`config.mk`:
```
export PLATFORM = sky130hd
export DESIGN_NAME = memory_reader_ctrl_flat
export DESIGN_NICKNAME = d
export VERILOG_FILES = /design/src/rtl/memory_reader_ctrl_if.sv /design/src/rtl/memory_reader_ctrl.sv /design/src/flat_wrapper.sv
export SDC_FILE = /design/constraint.sdc
export NUM_CORES = 1
export LEC_CHECK = 0
export ABC_AREA = 1
export ABC_CLOCK_PERIOD_IN_PS = 2200
export BUFFER_PORTS_ARGS = -buffer_cell sky130_fd_sc_hd__buf_2
export CAP_MARGIN = 15
export CORE_ASPECT_RATIO = 1.75
export CORE_MARGIN = 10
export CORE_UTILIZATION = 40
export CTS_BUF_LIST = sky130_fd_sc_hd__clkbuf_4
export DETAILED_ROUTE_END_ITERATION = 8
export SLEW_MARGIN = 20
export SYNTH_ARGS = -nofsm -noshare
export SYNTH_HDL_FRONTEND = slang
export SYNTH_SLANG_ARGS = --single-unit
```
`constraint.sdc`:
```
create_clock -name clk -period 2.2 [get_ports clk]
set_clock_uncertainty 0.15 [all_clocks]
set_input_delay 0.33 -clock clk [delete_from_list [all_inputs] [get_ports clk]]
set_output_delay 0.33 -clock clk [all_outputs]
set_load 0.005 [all_outputs]
```
`src/rtl/memory_reader_ctrl_if.sv`:
```
// Handshake and datapath-control bundle between the memory reader sequencer
// and its datapath / convolution controller.
interface memory_reader_ctrl_if;
  logic       start;
  logic       img_base_sel;
  logic       busy;
  logic       done;
  logic       adr_sel;
  logic [1:0] mem_offset_sel;
  logic       img_wr_en;
  logic       filter_wr_en;
  logic [7:0] countr_img;
  logic [7:0] countr_filters;
  logic [7:0] countr4_filter;

  modport master (
    input  start, img_base_sel,
    output busy, done, adr_sel, mem_offset_sel, img_wr_en, filter_wr_en,
           countr_img, countr_filters, countr4_filter
  );

  modport slave (
    output start, img_base_sel,
    input  busy, done, adr_sel, mem_offset_sel, img_wr_en, filter_wr_en,
           countr_img, countr_filters, countr4_filter
  );
endinterface

```
`src/rtl/memory_reader_ctrl.sv`:
```
// Sequencer copying one image then NUM_FILTERS 4-word filters out of word memory.
// Define MEM_RD_WAIT_EN for a registered-read memory (2 cycles per word).
module memory_reader_ctrl #(
  parameter int unsigned IMG_SIZE    = 16,
  parameter int unsigned NUM_FILTERS = 4
) (
  input logic                  clk,
  input logic                  rst,
  memory_reader_ctrl_if.master bus
);

  localparam int unsigned ImgWords = IMG_SIZE * IMG_SIZE / 4;
  localparam logic [7:0]  ImgLast  = 8'(ImgWords - 1);
  localparam logic [7:0]  FltLast  = 8'(NUM_FILTERS - 1);

  typedef enum logic [1:0] {StIdle, StLdImg, StLdFlt, StDone} state_e;

  state_e     state_q, state_d;
  logic       base_sel_q, base_sel_d;
  logic [7:0] cnt_img_q, cnt_img_d;
  logic [7:0] cnt_flt_q, cnt_flt_d;
  logic [7:0] cnt4_q, cnt4_d;
  logic       step;  // current word is written this cycle

`ifdef MEM_RD_WAIT_EN
  logic phase_q, phase_d;

  // Address phase (0) then write phase (1) for every word.
  always_comb begin
    phase_d = 1'b0;
    if (state_q == StLdImg || state_q == StLdFlt) phase_d = ~phase_q;
  end

  always_ff @(posedge clk) begin
    if (rst) phase_q <= 1'b0;
    else     phase_q <= phase_d;
  end

  assign step = phase_q;
`else
  assign step = 1'b1;
`endif

  always_comb begin
    state_d    = state_q;
    base_sel_d = base_sel_q;
    cnt_img_d  = cnt_img_q;
    cnt_flt_d  = cnt_flt_q;
    cnt4_d     = cnt4_q;
    unique case (state_q)
      StIdle: begin
        if (bus.start) begin
          base_sel_d = bus.img_base_sel;
          cnt_img_d  = 8'd0;
          cnt_flt_d  = 8'd0;
          cnt4_d     = 8'd0;
          state_d    = StLdImg;
        end
      end
      StLdImg: begin
        if (step) begin
          if (cnt_img_q == ImgLast) begin
            cnt_img_d = 8'd0;
            state_d   = StLdFlt;
          end else begin
            cnt_img_d = cnt_img_q + 8'd1;
          end
        end
      end
      StLdFlt: begin
        if (step) begin
          if (cnt4_q == 8'd3) begin
            cnt4_d = 8'd0;
            if (cnt_flt_q == FltLast) begin
              cnt_flt_d = 8'd0;
              state_d   = StDone;
            end else begin
              cnt_flt_d = cnt_flt_q + 8'd1;
            end
          end else begin
            cnt4_d = cnt4_q + 8'd1;
          end
        end
      end
      StDone: begin
        cnt_img_d = 8'd0;
        cnt_flt_d = 8'd0;
        cnt4_d    = 8'd0;
        state_d   = StIdle;
      end
      default: state_d = StIdle;
    endcase
  end

  always_ff @(posedge clk) begin
    if (rst) begin
      state_q    <= StIdle;
      base_sel_q <= 1'b0;
      cnt_img_q  <= 8'd0;
      cnt_flt_q  <= 8'd0;
      cnt4_q     <= 8'd0;
    end else begin
      state_q    <= state_d;
      base_sel_q <= base_sel_d;
      cnt_img_q  <= cnt_img_d;
      cnt_flt_q  <= cnt_flt_d;
      cnt4_q     <= cnt4_d;
    end
  end

  // Decodes of registered state only; enables line up with the counter they write.
  always_comb begin
    bus.busy           = (state_q != StIdle);
    bus.done           = (state_q == StDone);
    bus.adr_sel        = (state_q == StLdImg);
    bus.mem_offset_sel = 2'd0;
    if (state_q == StLdImg)      bus.mem_offset_sel = base_sel_q ? 2'd2 : 2'd0;
    else if (state_q == StLdFlt) bus.mem_offset_sel = 2'd1;
    bus.img_wr_en      = (state_q == StLdImg) && step;
    bus.filter_wr_en   = (state_q == StLdFlt) && step;
    bus.countr_img     = cnt_img_q;
    bus.countr_filters = cnt_flt_q;
    bus.countr4_filter = cnt4_q;
  end

endmodule
```
`src/flat_wrapper.sv`:
```
// flat-port wrapper written by rule: the top's interface ports become plain ports
module memory_reader_ctrl_flat 
#(
  parameter int unsigned IMG_SIZE    = 16,
  parameter int unsigned NUM_FILTERS = 4
)
  (clk, rst, bus_start, bus_img_base_sel, bus_busy, bus_done, bus_adr_sel, bus_mem_offset_sel, bus_img_wr_en, bus_filter_wr_en, bus_countr_img, bus_countr_filters, bus_countr4_filter);
  memory_reader_ctrl_if bus_i ();
  input logic clk;
  input logic rst;
  input wire logic [$bits(bus_i.start)-1:0] bus_start;
  input wire logic [$bits(bus_i.img_base_sel)-1:0] bus_img_base_sel;
  output wire logic [$bits(bus_i.busy)-1:0] bus_busy;
  output wire logic [$bits(bus_i.done)-1:0] bus_done;
  output wire logic [$bits(bus_i.adr_sel)-1:0] bus_adr_sel;
  output wire logic [$bits(bus_i.mem_offset_sel)-1:0] bus_mem_offset_sel;
  output wire logic [$bits(bus_i.img_wr_en)-1:0] bus_img_wr_en;
  output wire logic [$bits(bus_i.filter_wr_en)-1:0] bus_filter_wr_en;
  output wire logic [$bits(bus_i.countr_img)-1:0] bus_countr_img;
  output wire logic [$bits(bus_i.countr_filters)-1:0] bus_countr_filters;
  output wire logic [$bits(bus_i.countr4_filter)-1:0] bus_countr4_filter;
  assign bus_i.start = bus_start;
  assign bus_i.img_base_sel = bus_img_base_sel;
  assign bus_busy = bus_i.busy;
  assign bus_done = bus_i.done;
  assign bus_adr_sel = bus_i.adr_sel;
  assign bus_mem_offset_sel = bus_i.mem_offset_sel;
  assign bus_img_wr_en = bus_i.img_wr_en;
  assign bus_filter_wr_en = bus_i.filter_wr_en;
  assign bus_countr_img = bus_i.countr_img;
  assign bus_countr_filters = bus_i.countr_filters;
  assign bus_countr4_filter = bus_i.countr4_filter;
  memory_reader_ctrl #(.IMG_SIZE(IMG_SIZE), .NUM_FILTERS(NUM_FILTERS)) u_core (.clk(clk), .rst(rst), .bus(bus_i));
endmodule
```
### Word-level counts from Yosys, hierarchy flattened

Cells that the tools add are included.
W data, S select, Z words.

* multiplexer cells: 16
* add/subtract/negate cells: 3
* reduce and logical (&&, ||, !) cells: 9
* eq/ne operators: 10

Operator list (number)
* $pmux W8 S3: 3
* $mux W8: 5
* $add A8 B1 Y8 const B: 3
* $eq A8 B2 Y1 const B: 2
* $mux W2: 6
* $eq A8 B6 Y1 const B: 1
* $pmux W2 S4: 1
* $ne A2 B1 Y1 const B: 3
* $reduce_and A2 Y1: 3
* $reduce_bool A3 Y1: 2
* $eq A2 B2 Y1 const B: 2
* $reduce_and A4 Y1: 1
* $reduce_and A3 Y1: 1
* $eq A2 B1 Y1 const B: 1
* $logic_not A2 Y1: 1
* $ne A2 B2 Y1 const B: 1
* $reduce_bool A2 Y1: 1
* $mux W1: 1

* input port bits: 4
* register bits: 27

### Depth between registers and ports, before layout

Gate-level depths: netlist (run 1).

* depth after elaboration: 4
* mapped depth: 11
* depth with buffers taken out: 11

### Least setup slack after synthesis (run 1)

OpenSTA, ideal clock, no wires.

* path kind: reg-to-reg
* from: register u_core.state_q[0]
* to: register u_core.cnt_img_q[7], in the netlist u_core.bus.countr_img[7]
* arrival time: 1350 ps
* period minus slack after synthesis: 1622 ps
* setup time: 121 ps
* stages on the path, launching flop included: 11
* data required time: 1929 ps
* setup slack: 578 ps
* cells stage by stage: dfxtp_1 -> inv_1 -> ha_1 -> inv_2 -> nand2_4 -> nor2_4 -> nand2_1 -> nor2_2 -> nand2_1 -> nand2_1 -> a21oi_1

* cells in the longest elaborated chain, start to end: 3
* elaborated cells on any way between the ends: 7
* classes of those cells: eq/ne: 3; mux: 1; reduce/logical: 3

RTL lines
* from (decl): RTL line memory_reader_ctrl.sv:18 `state_e state_q, state_d;`
* from (signal assigned): RTL line memory_reader_ctrl.sv:97 `state_q <= StIdle;`
* from (signal assigned): RTL line memory_reader_ctrl.sv:103 `state_q <= state_d;`
* $eq A2 B2 Y1, or another cell as far along: RTL line memory_reader_ctrl.sv:50 `unique case (state_q)`
* $reduce_bool A3 Y1 (no source line) or $ne A2 B2 Y1 (tied branches)
* $reduce_and A2 Y1 (no source line)
* to (signal assigned): RTL line memory_reader_ctrl.sv:105 `cnt_img_q <= cnt_img_d;`
* to (decl): RTL line memory_reader_ctrl.sv:20 `logic [7:0] cnt_img_q, cnt_img_d;`

Several ways; a longest one is shown, not always the timed one.
A chain may end at the register's enable or synchronous reset.

### Worst setup path after layout (run 1)

* from: register u_core.state_q[1]
* to: output port bus_mem_offset_sel[1]

* cells in the longest elaborated chain, start to end: 2

RTL lines
* $eq A2 B1 Y1: RTL line memory_reader_ctrl.sv:117 `if (state_q == StLdImg) bus.mem_offset_sel = base_sel_q ? 2'd2 : 2'd0;`
* $mux W2: RTL line memory_reader_ctrl.sv:117
* to (decl): RTL line flat_wrapper.sv:16 `output wire logic [$bits(bus_i.mem_offset_sel)-1:0] bus_mem_offset_sel;`

No other way between the ends.

==> flow_metrics.env, run 1 <==
export IMPL_place_gp_congestion=0.857
export IMPL_tightest_slew_ns=0.445
export IMPL_antenna_found_initial=0
export IMPL_cp_data_arrival_time_ns=1.37
export IMPL_wl_um=3760
export IMPL_yosys_register_bits=27
export IMPL_grt_total_usage_pct=11.7
export IMPL_ctsResizeCount=0
export IMPL_fin_cells=311
export IMPL_syn2layout_area_growth_pct=15.2
export IMPL_finalSetupViolCount=0
export IMPL_routedWlPerCell_um=12.1
export IMPL_seq_area_frac_synth_pct=34.1
export IMPL_status="finished clean"
export IMPL_dp_slack_ns=0.401
export IMPL_worstSkewPairLatency_ns=0.34
export IMPL_io_buffers=34
export IMPL_critPathKind="flop to output port"
export IMPL_p_per_area_mw_per_mm2=769
export IMPL_firstDrtPassIters=4
export IMPL_synth_avg_cell_area_um2=6.95
export IMPL_fin_tns_setup_ns=0
export IMPL_fmax_mhz=541
export IMPL_gr_total_overflow=0
export IMPL_route_detailed_drc=0
export IMPL_period_minus_slack_ns=1.85
export IMPL_drt_initial_drc_count=38
export IMPL_cp_start_kind="flop"
export IMPL_yosys_area_top_type_share_pct=34.1
export IMPL_slew_violations=0
export IMPL_yosys_top_cells_area="dfxtp_1 34%, nand2_1 12%, inv_1 7.8%"
export IMPL_drv_cap=0
export IMPL_min_path_type="input port to flop"
export IMPL_core_mm2=0.00387
export IMPL_cts_made_buffers=3
export IMPL_synthesis_area_mm2=0.00158
export IMPL_fin_util_pct=47.2
export IMPL_syn_nets=241
export IMPL_start_util_pct=41.0
export IMPL_crit_required_ns=1.72
export IMPL_grt_start_max_net_pins=17
export IMPL_row_count=30
export IMPL_period_share_pct=84.0
export IMPL_hpwl_um=3150
export IMPL_irDropWorstVdd_mv=0.442
export IMPL_die_w_um=67.6
export IMPL_drive_gt1_share_pct=24.3
export IMPL_fin_area_mm2=0.00182
export IMPL_cts_htree_levels=1
export IMPL_first_global_vias=1538
export IMPL_cellLeakagePower_nw=0.905
export IMPL_ioPinCount=35
export IMPL_nets=277
export IMPL_netlist_instances=228
export IMPL_post_cts_buffers=0
export IMPL_layout_commonest_cell="nand2_1"
export IMPL_dp_cells=307
export IMPL_grt_pass1_wl_um=6570
export IMPL_ant_nets=0
export IMPL_worstPathMaxFanout=6
export IMPL_fp_dieArea_mm2=0.00698
export IMPL_synth_top_cell_by_area="dfxtp_1"
export IMPL_postCtsHoldBufs=0
export IMPL_mostFrequentLayoutCells="50 x nand2_1, 34 x buf_2, 33 x inv_1"
export IMPL_cts_reportedPaths_clkPinSlew_ns=0.14
export IMPL_die_h_um=103
export IMPL_via_per_inst=4.80
export IMPL_n_antenna_cell=0
export IMPL_max_slew_margin_pct=70.3
export IMPL_yosys_warnings=0
export IMPL_num_vias=1492
export IMPL_setup_slack_ns=0.351
export IMPL_cts_tree="done"
export IMPL_end_kind="output port"
export IMPL_clock_sinks=27
export IMPL_cts_root_buf="clkbuf_4"
export IMPL_rsz0062_at_grt="no"
export IMPL_placed_cell_area_mm2=0.00179
export IMPL_ctsLongestPathBuffers=2
export IMPL_finalHoldViolations=0
export IMPL_yosysUniqueCellTypes=31
==> worst paths after layout <==
check | from | to | slack, ns | cells after the start
worst max register to register | u_core.state_q[0] | u_core.bus.countr_img[6] | 0.42 | 8
worst max-delay path | u_core.state_q[1] | bus_mem_offset_sel[1] | 0.35 | 5
worst min-delay path | rst | u_core.bus.countr_img[1] | 0.06 | 2
worst min register to register | u_core.base_sel_q | u_core.base_sel_q | 0.34 | 2
==> routing by layer <==
layer	part of all wire [%]	vias to the layer above	global-route usage [%]
li1	-	787	-
met1	37	673	11.9
met2	55	27	22.6
met3	6.2	5	2.16
met4	1.4	0	3.81
met5	0	-	0
==> worst max-delay path, cell delays in order, from the launching register on <==
cell	delay, ns
dfxtp_1	0.41
inv_1	0.11
ha_1	0.28
nand2_1	0.10
inv_1	0.04
buf_2	0.12
==> synthesized netlist by cell type <==
cell	count
nand2_1	50
inv_1	33
nor2_1	29
dfxtp_1	27
nand3_1	18
a21oi_1	11
ha_1	9
nor2_2	9
nand2_4	5
nor3_1	5
o21ai_0	4
nand2_2	3
buf_4	2
inv_2	2
nand4_1	2
nor2_4	2
o21ai_1	2
o21bai_1	2
a21o_1	1
a31oi_1	1
buf_2	1
inv_4	1
nand3_2	1
nand3b_1	1
nor3b_1	1
o211ai_1	1
o21ai_2	1
o21ai_4	1
or2_2	1
xnor2_1	1
xor2_1	1
==> flip-flops by register name (all words and copies together), names as in the netlist <==
name                       cells
u_core.bus.countr4_filter      8
u_core.bus.countr_filters      8
u_core.bus.countr_img          8
u_core.state_q                 2
u_core.base_sel_q              1
==> kinds of logic after synthesis <==
| family | share of synthesized area (%) |
|---|---|
| AO/OA/AOI/OAI | 9.24 |
| flip-flops | 34.1 |
| XOR/XNOR | 1.11 |
| AND/OR/NAND/NOR | 38.5 |
| adder cells (fa/ha/maj) | 7.11 |
| buffers and inverters | 9.95 |
==> area by class of cell <==
cell class,count,area [um2]
clock inverters,1,7.51
multi-input cells,162,886
fillers,427,2040
clock buffers,3,22.5
flip-flops and latches,27,541
well taps,48,60.1
inverters,36,138
repair buffers,34,170
==> through the flow <==
step                total power, mW  hold WS [ns]
floorplan                      1.04         0.249
global placement               1.19         0.321
detailed placement             1.20         0.321
CTS                            1.43        0.0503
global route                   1.53        0.0471
finish                         1.40        0.0644
==> power by group <==
group	internal [mW]	switching [mW]	leakage (nW)
Combinational	0.212	0.396	0.673
Sequential	0.528	0.0405	0.218
Clock	0.0697	0.157	0.0139
No activity file was read; power rests on OpenSTA's default activity.
==> run 2, diff against run 1 <==
- ABC_CLOCK_PERIOD_IN_PS: 2200 -> 1900
- clock period: 2.2 -> 1.9 ns (I/O delays scaled with it)
==> run 2 against run 1 <==
Net effect: wire length rose by 1.2%; combinational power rose by 18%; total power rose by 17%; via count rose by 0.54%; worst hold slack got worse by 0.018 ns; cell area rose by 2.2%; clock-buffer cell count did not move; first-iteration DRC count rose by 13%; clock power rose by 13%; die area did not move; sequential power rose by 18%; non-clock buffer count rose by 4.
==> flow_metrics.env, run 2 (synthesis results as in run 1) <==
export IMPL_slew_violations=0
export IMPL_mostFrequentLayoutCells="50 x nand2_1, 34 x buf_2, 33 x inv_1"
export IMPL_start_util_pct=41.0
export IMPL_cts_made_buffers=3
export IMPL_tightest_slew_ns=0.291
export IMPL_rsz0062_at_grt="no"
export IMPL_cp_data_arrival_time_ns=1.31
export IMPL_ant_nets=0
export IMPL_combPwrFrac_pct=43.7
export IMPL_worstSkewPairLatency_ns=0.33
export IMPL_ioPinCount=35
export IMPL_finalHoldViolations=0
export IMPL_grt_start_max_net_pins=16
export IMPL_first_global_vias=1505
export IMPL_status="finished clean"
export IMPL_worstPathMaxFanout=6
export IMPL_period_share_pct=91.9
export IMPL_cts_htree_levels=1
export IMPL_cts_reportedPaths_clkPinSlew_ns=0.15
export IMPL_power_share_switching_pct=41.9
export IMPL_p_sw_mw=0.688
export IMPL_ff2ff_setup_slack_ns=0.19
export IMPL_hold_path_startpoint="bus_img_base_sel"
export IMPL_cellLeakagePower_nw=0.928
export IMPL_num_vias=1500
export IMPL_fin_util_pct=48.2
export IMPL_wl_um=3810
export IMPL_clkPwrFrac_pct=15.7
export IMPL_die_h_um=103
export IMPL_post_cts_buffers=0
export IMPL_hpwl_um=3120
export IMPL_antenna_found_initial=0
export IMPL_r2r_start="u_core.state_q[1]"
export IMPL_row_count=30
export IMPL_cts_root_buf="clkbuf_4"
export IMPL_n_antenna_cell=0
export IMPL_min_to="u_core.base_sel_q"
export IMPL_p_per_area_mw_per_mm2=882
export IMPL_r2r_end="u_core.bus.countr4_filter[6]"
export IMPL_syn2layout_area_growth_pct=17.7
export IMPL_p_int_mw=0.956
export IMPL_core_mm2=0.00387
export IMPL_fmax_mhz=573
export IMPL_fp_dieArea_mm2=0.00698
export IMPL_io_buffers=34
export IMPL_ctsLongestPathBuffers=2
export IMPL_p_seq_share_pct=40.6
export IMPL_routedWlPerCell_um=12.1
export IMPL_min_path_type="input port to flop"
export IMPL_via_per_inst=4.76
export IMPL_max_slew_margin_pct=80.6
export IMPL_clock_sinks=27
export IMPL_grt_total_usage_pct=11.5
export IMPL_irDropWorstVdd_mv=0.425
export IMPL_hold_depth=3
export IMPL_route_detailed_drc=0
export IMPL_nets=281
export IMPL_crit_required_ns=1.46
export IMPL_drt_initial_drc_count=43
export IMPL_finalSetupViolCount=0
export IMPL_critPathKind="flop to output port"
export IMPL_cts_tree="done"
export IMPL_place_gp_congestion=0.833
export IMPL_period_minus_slack_ns=1.75
export IMPL_grt_pass1_wl_um=6420
export IMPL_reg2regPathDepth=10
export IMPL_firstDrtPassIters=4
export IMPL_drive_gt1_share_pct=26.2
export IMPL_layout_commonest_cell="nand2_1"
export IMPL_gr_total_overflow=0
export IMPL_fin_tns_setup_ns=0
export IMPL_fill_cells=419
export IMPL_die_w_um=67.6
export IMPL_drv_cap=0
export IMPL_cp_start_kind="flop"
export IMPL_end_kind="output port"
run 2: cell types whose count changed in the layout (fill, tap and decap cells not counted), sizes merged:
cell | previous run | this run
clkinv | 0 | 1
clkinvlp | 1 | 0
buf | 34 | 37
dlygate4sd3 | 0 | 1
run 2: per-stage QoR:
stage	power [mW]	cells	hold slack [ns]	setup slack (ns)	area, um2
after floorplan	1.21	228	0.204	0.278	1580
after global placement	1.40	310	0.310	0.146	1820
after global routing	1.79	315	0.0436	0.00463	1860
final	1.64	315	0.0468	0.154	1860
after CTS	1.67	315	0.0347	0.0365	1850
after detailed placement	1.40	310	0.322	0.116	1820
run 2: how the worst max path moves through the flow:
stage / startpoint / endpoint
floorplan: u_core.state_q[0] / u_core.bus.countr_img[7]
global placement: u_core.state_q[1] / u_core.bus.countr4_filter[6]
detailed placement: u_core.state_q[0] / u_core.bus.countr4_filter[6]
CTS: u_core.state_q[1] / bus_mem_offset_sel[1]
global route: u_core.state_q[1] / u_core.bus.countr4_filter[6]
finish: u_core.state_q[1] / bus_mem_offset_sel[1]
run 2: power by group through the flow:
stage          Clock [mW]  Sequential, mW  Combinational, mW
2_1_floorplan           0           0.664              0.542
3_3_place_gp            0           0.671              0.732
3_5_place_dp            0           0.672              0.729
4_1_cts             0.271           0.661              0.733
5_1_grt             0.290           0.679              0.822
6_report            0.257           0.668              0.719
run 2: critical path, stage by stage (launching register included):
cell and delay, ns:
dfxtp_4 0.39, inv_1 0.12, ha_2 0.27, nand2_1 0.07, inv_1 0.04, buf_2 0.10
run 2: metal layers:
| metal | share of wire, % | vias to the layer above | track usage (%) |
|---|---|---|---|
| li1 | - | 791 | - |
| met1 | 38 | 677 | 11.1 |
| met2 | 54 | 26 | 22.4 |
| met3 | 6.1 | 6 | 2.37 |
| met4 | 1.5 | 0 | 4.44 |
| met5 | 0 | - | 0 |
run 2: layout make-up:
class | count | area (um2) | area share [%]
flip-flops and latches | 27 | 548 | 29.4
inverters | 36 | 138 | 7.38
well taps | 48 | 60.1 | 3.22
clock buffers | 3 | 22.5 | 1.21
clock inverters | 1 | 5.00 | 0.268
repair buffers | 38 | 203 | 10.9
multi-input cells | 162 | 888 | 47.7
run 2: what timing repair did:
action                     in CTS  in global routing
resized for setup               0                  5
hold buffers                    1                  0
hold endpoints to repair        2                  0
setup endpoints to repair       0                 12
==> run 3, diff against run 2 <==
- CORE_ASPECT_RATIO: 1.75 -> 1.4
==> run 3 against run 2 <==
Net effect: global-route usage down 0.87 points; wire length down 4.9%; first-iteration DRC count down 33%; sequential cell count unchanged; highest routed layer unchanged; core utilization down 0.52 points; sequential power down 1%.
==> flow_metrics.env, run 3 (synthesis results as in run 1) <==
export IMPL_critical_path_buf_inv_count=4
export IMPL_p_per_area_mw_per_mm2=893
export IMPL_fin_tns_setup_ns=0
export IMPL_worstSkewPairLatency_ns=0.32
export IMPL_crit_family="flip-flops"
export IMPL_cp_data_arrival_time_ns=1.35
export IMPL_cts_tree="done"
export IMPL_fill_cells=437
export IMPL_antenna_found_initial=0
export IMPL_num_vias=1475
export IMPL_drv_cap=0
export IMPL_die_h_um=94.5
export IMPL_wl_um=3620
export IMPL_finalSetupViolCount=0
export IMPL_min_path_type="input port to flop"
export IMPL_crit_required_ns=1.46
export IMPL_hpwl_um=2910
export IMPL_fmax_mhz=560
export IMPL_drt_initial_drc_count=29
export IMPL_status="finished clean"
export IMPL_cellLeakagePower_nw=0.930
export IMPL_clock_sinks=27
export IMPL_via_per_inst=4.76
export IMPL_cp_slowest_cell="dfxtp_2"
export IMPL_core_mm2=0.00388
export IMPL_place_gp_congestion=0.798
export IMPL_firstDrtPassIters=4
export IMPL_first_global_vias=1414
export IMPL_row_count=27
export IMPL_ctsLongestPathBuffers=2
export IMPL_routedWlPerCell_um=11.7
export IMPL_post_cts_buffers=0
export IMPL_period_share_pct=93.9
export IMPL_ioPinCount=35
export IMPL_fp_dieArea_mm2=0.00691
export IMPL_mostFrequentLayoutCells="50 x nand2_1, 34 x buf_2, 33 x inv_1"
export IMPL_layout_commonest_cell="nand2_1"
export IMPL_slew_violations=0
export IMPL_ant_nets=0
export IMPL_cts_reportedPaths_clkPinSlew_ns=0.15
export IMPL_drive_gt1_share_pct=25.8
export IMPL_period_minus_slack_ns=1.78
export IMPL_cts_root_buf="clkbuf_4"
export IMPL_tightest_slew_ns=0.279
export IMPL_critPathMostFrequentCell="inv_1"
export IMPL_finalHoldViolations=0
export IMPL_syn2layout_area_growth_pct=17.0
export IMPL_grt_pass1_wl_um=6060
export IMPL_grt_total_usage_pct=10.7
export IMPL_cpPeakStageDelay_ns=0.38
export IMPL_cts_htree_levels=1
export IMPL_fin_area_mm2=0.00185
export IMPL_start_util_pct=40.8
export IMPL_die_w_um=73.2
export IMPL_max_slew_margin_pct=81.4
export IMPL_io_buffers=34
export IMPL_gr_total_overflow=0
export IMPL_end_kind="output port"
export IMPL_cp_start_kind="flop"
export IMPL_n_antenna_cell=0
export IMPL_crit_chain="inv_1, ha_1, buf_4, nand2_1, inv_1, buf_2"
export IMPL_cts_made_buffers=3
export IMPL_irDropWorstVdd_mv=0.577
export IMPL_fin_total_pwr_mw=1.65
export IMPL_grt_start_max_net_pins=15
export IMPL_worstPathMaxFanout=5
export IMPL_rsz0062_at_grt="no"
export IMPL_nets=281
export IMPL_route_detailed_drc=0
export IMPL_placed_cell_area_mm2=0.00181
export IMPL_critPathKind="flop to output port"
==> run 3: worst paths after layout <==
kind	startpoint	end	slack (ns)	cells after the start
worst max register to register	u_core.state_q[0]	u_core.bus.countr4_filter[6]	0.20	10
worst min register to register	u_core.bus.countr_filters[1]	u_core.bus.countr_filters[1]	0.35	2
worst max-delay path	u_core.state_q[1]	bus_mem_offset_sel[1]	0.12	6
worst min-delay path	bus_img_base_sel	u_core.base_sel_q	0.05	3
==> run 3: cell type report <==
cell class	count	area (um2)	area share [%]
inverters	36	138	7.43
multi-input cells	162	886	47.8
flip-flops and latches	27	543	29.3
well taps	43	53.8	2.90
repair buffers	38	203	10.9
clock buffers	4	30.0	1.62
==> run 3: through the flow <==
stage	hold WS (ns)	instances	util, %	worst slack [ns]
after floorplan	0.204	228	-	0.278
after detailed placement	0.332	305	46.6	0.132
after global routing	0.0330	310	47.7	0.0186
final	0.0472	310	47.7	0.116
after CTS	0.0386	310	47.6	0.0398
after global placement	0.314	305	46.6	0.187
==> run 3: routing by layer <==
metal  GRT usage, %  share of wire (%)  wire (um)  vias up
li1               -                  -          -      789
met1           10.7                 40       1460      667
met2           19.9                 53       1910       17
met3           2.83                5.7        207        2
met4           4.13               0.94         34        0
met5              0                  0          0        -
==> run 3: worst min-delay path, stage by stage <==
cell and delay, ns:
buf_2 0.09, nand3_1 0.06, a21oi_1 0.06
==> run 3: repair_timing <==
| action | in CTS | in global routing |
|---|---|---|
| hold endpoints to repair | 3 | 0 |
| resized for setup | 0 | 2 |
| setup endpoints to repair | 0 | 8 |
| hold buffers | 1 | 0 |
==> run 3: report_power, final <==
part / internal, mW / leakage [nW] / switching [mW]
sequential: 0.615 / 0.219 / 0.0466
combinational: 0.264 / 0.692 / 0.456
clock: 0.0964 / 0.0184 / 0.176
total: 0.975 / 0.930 / 0.679
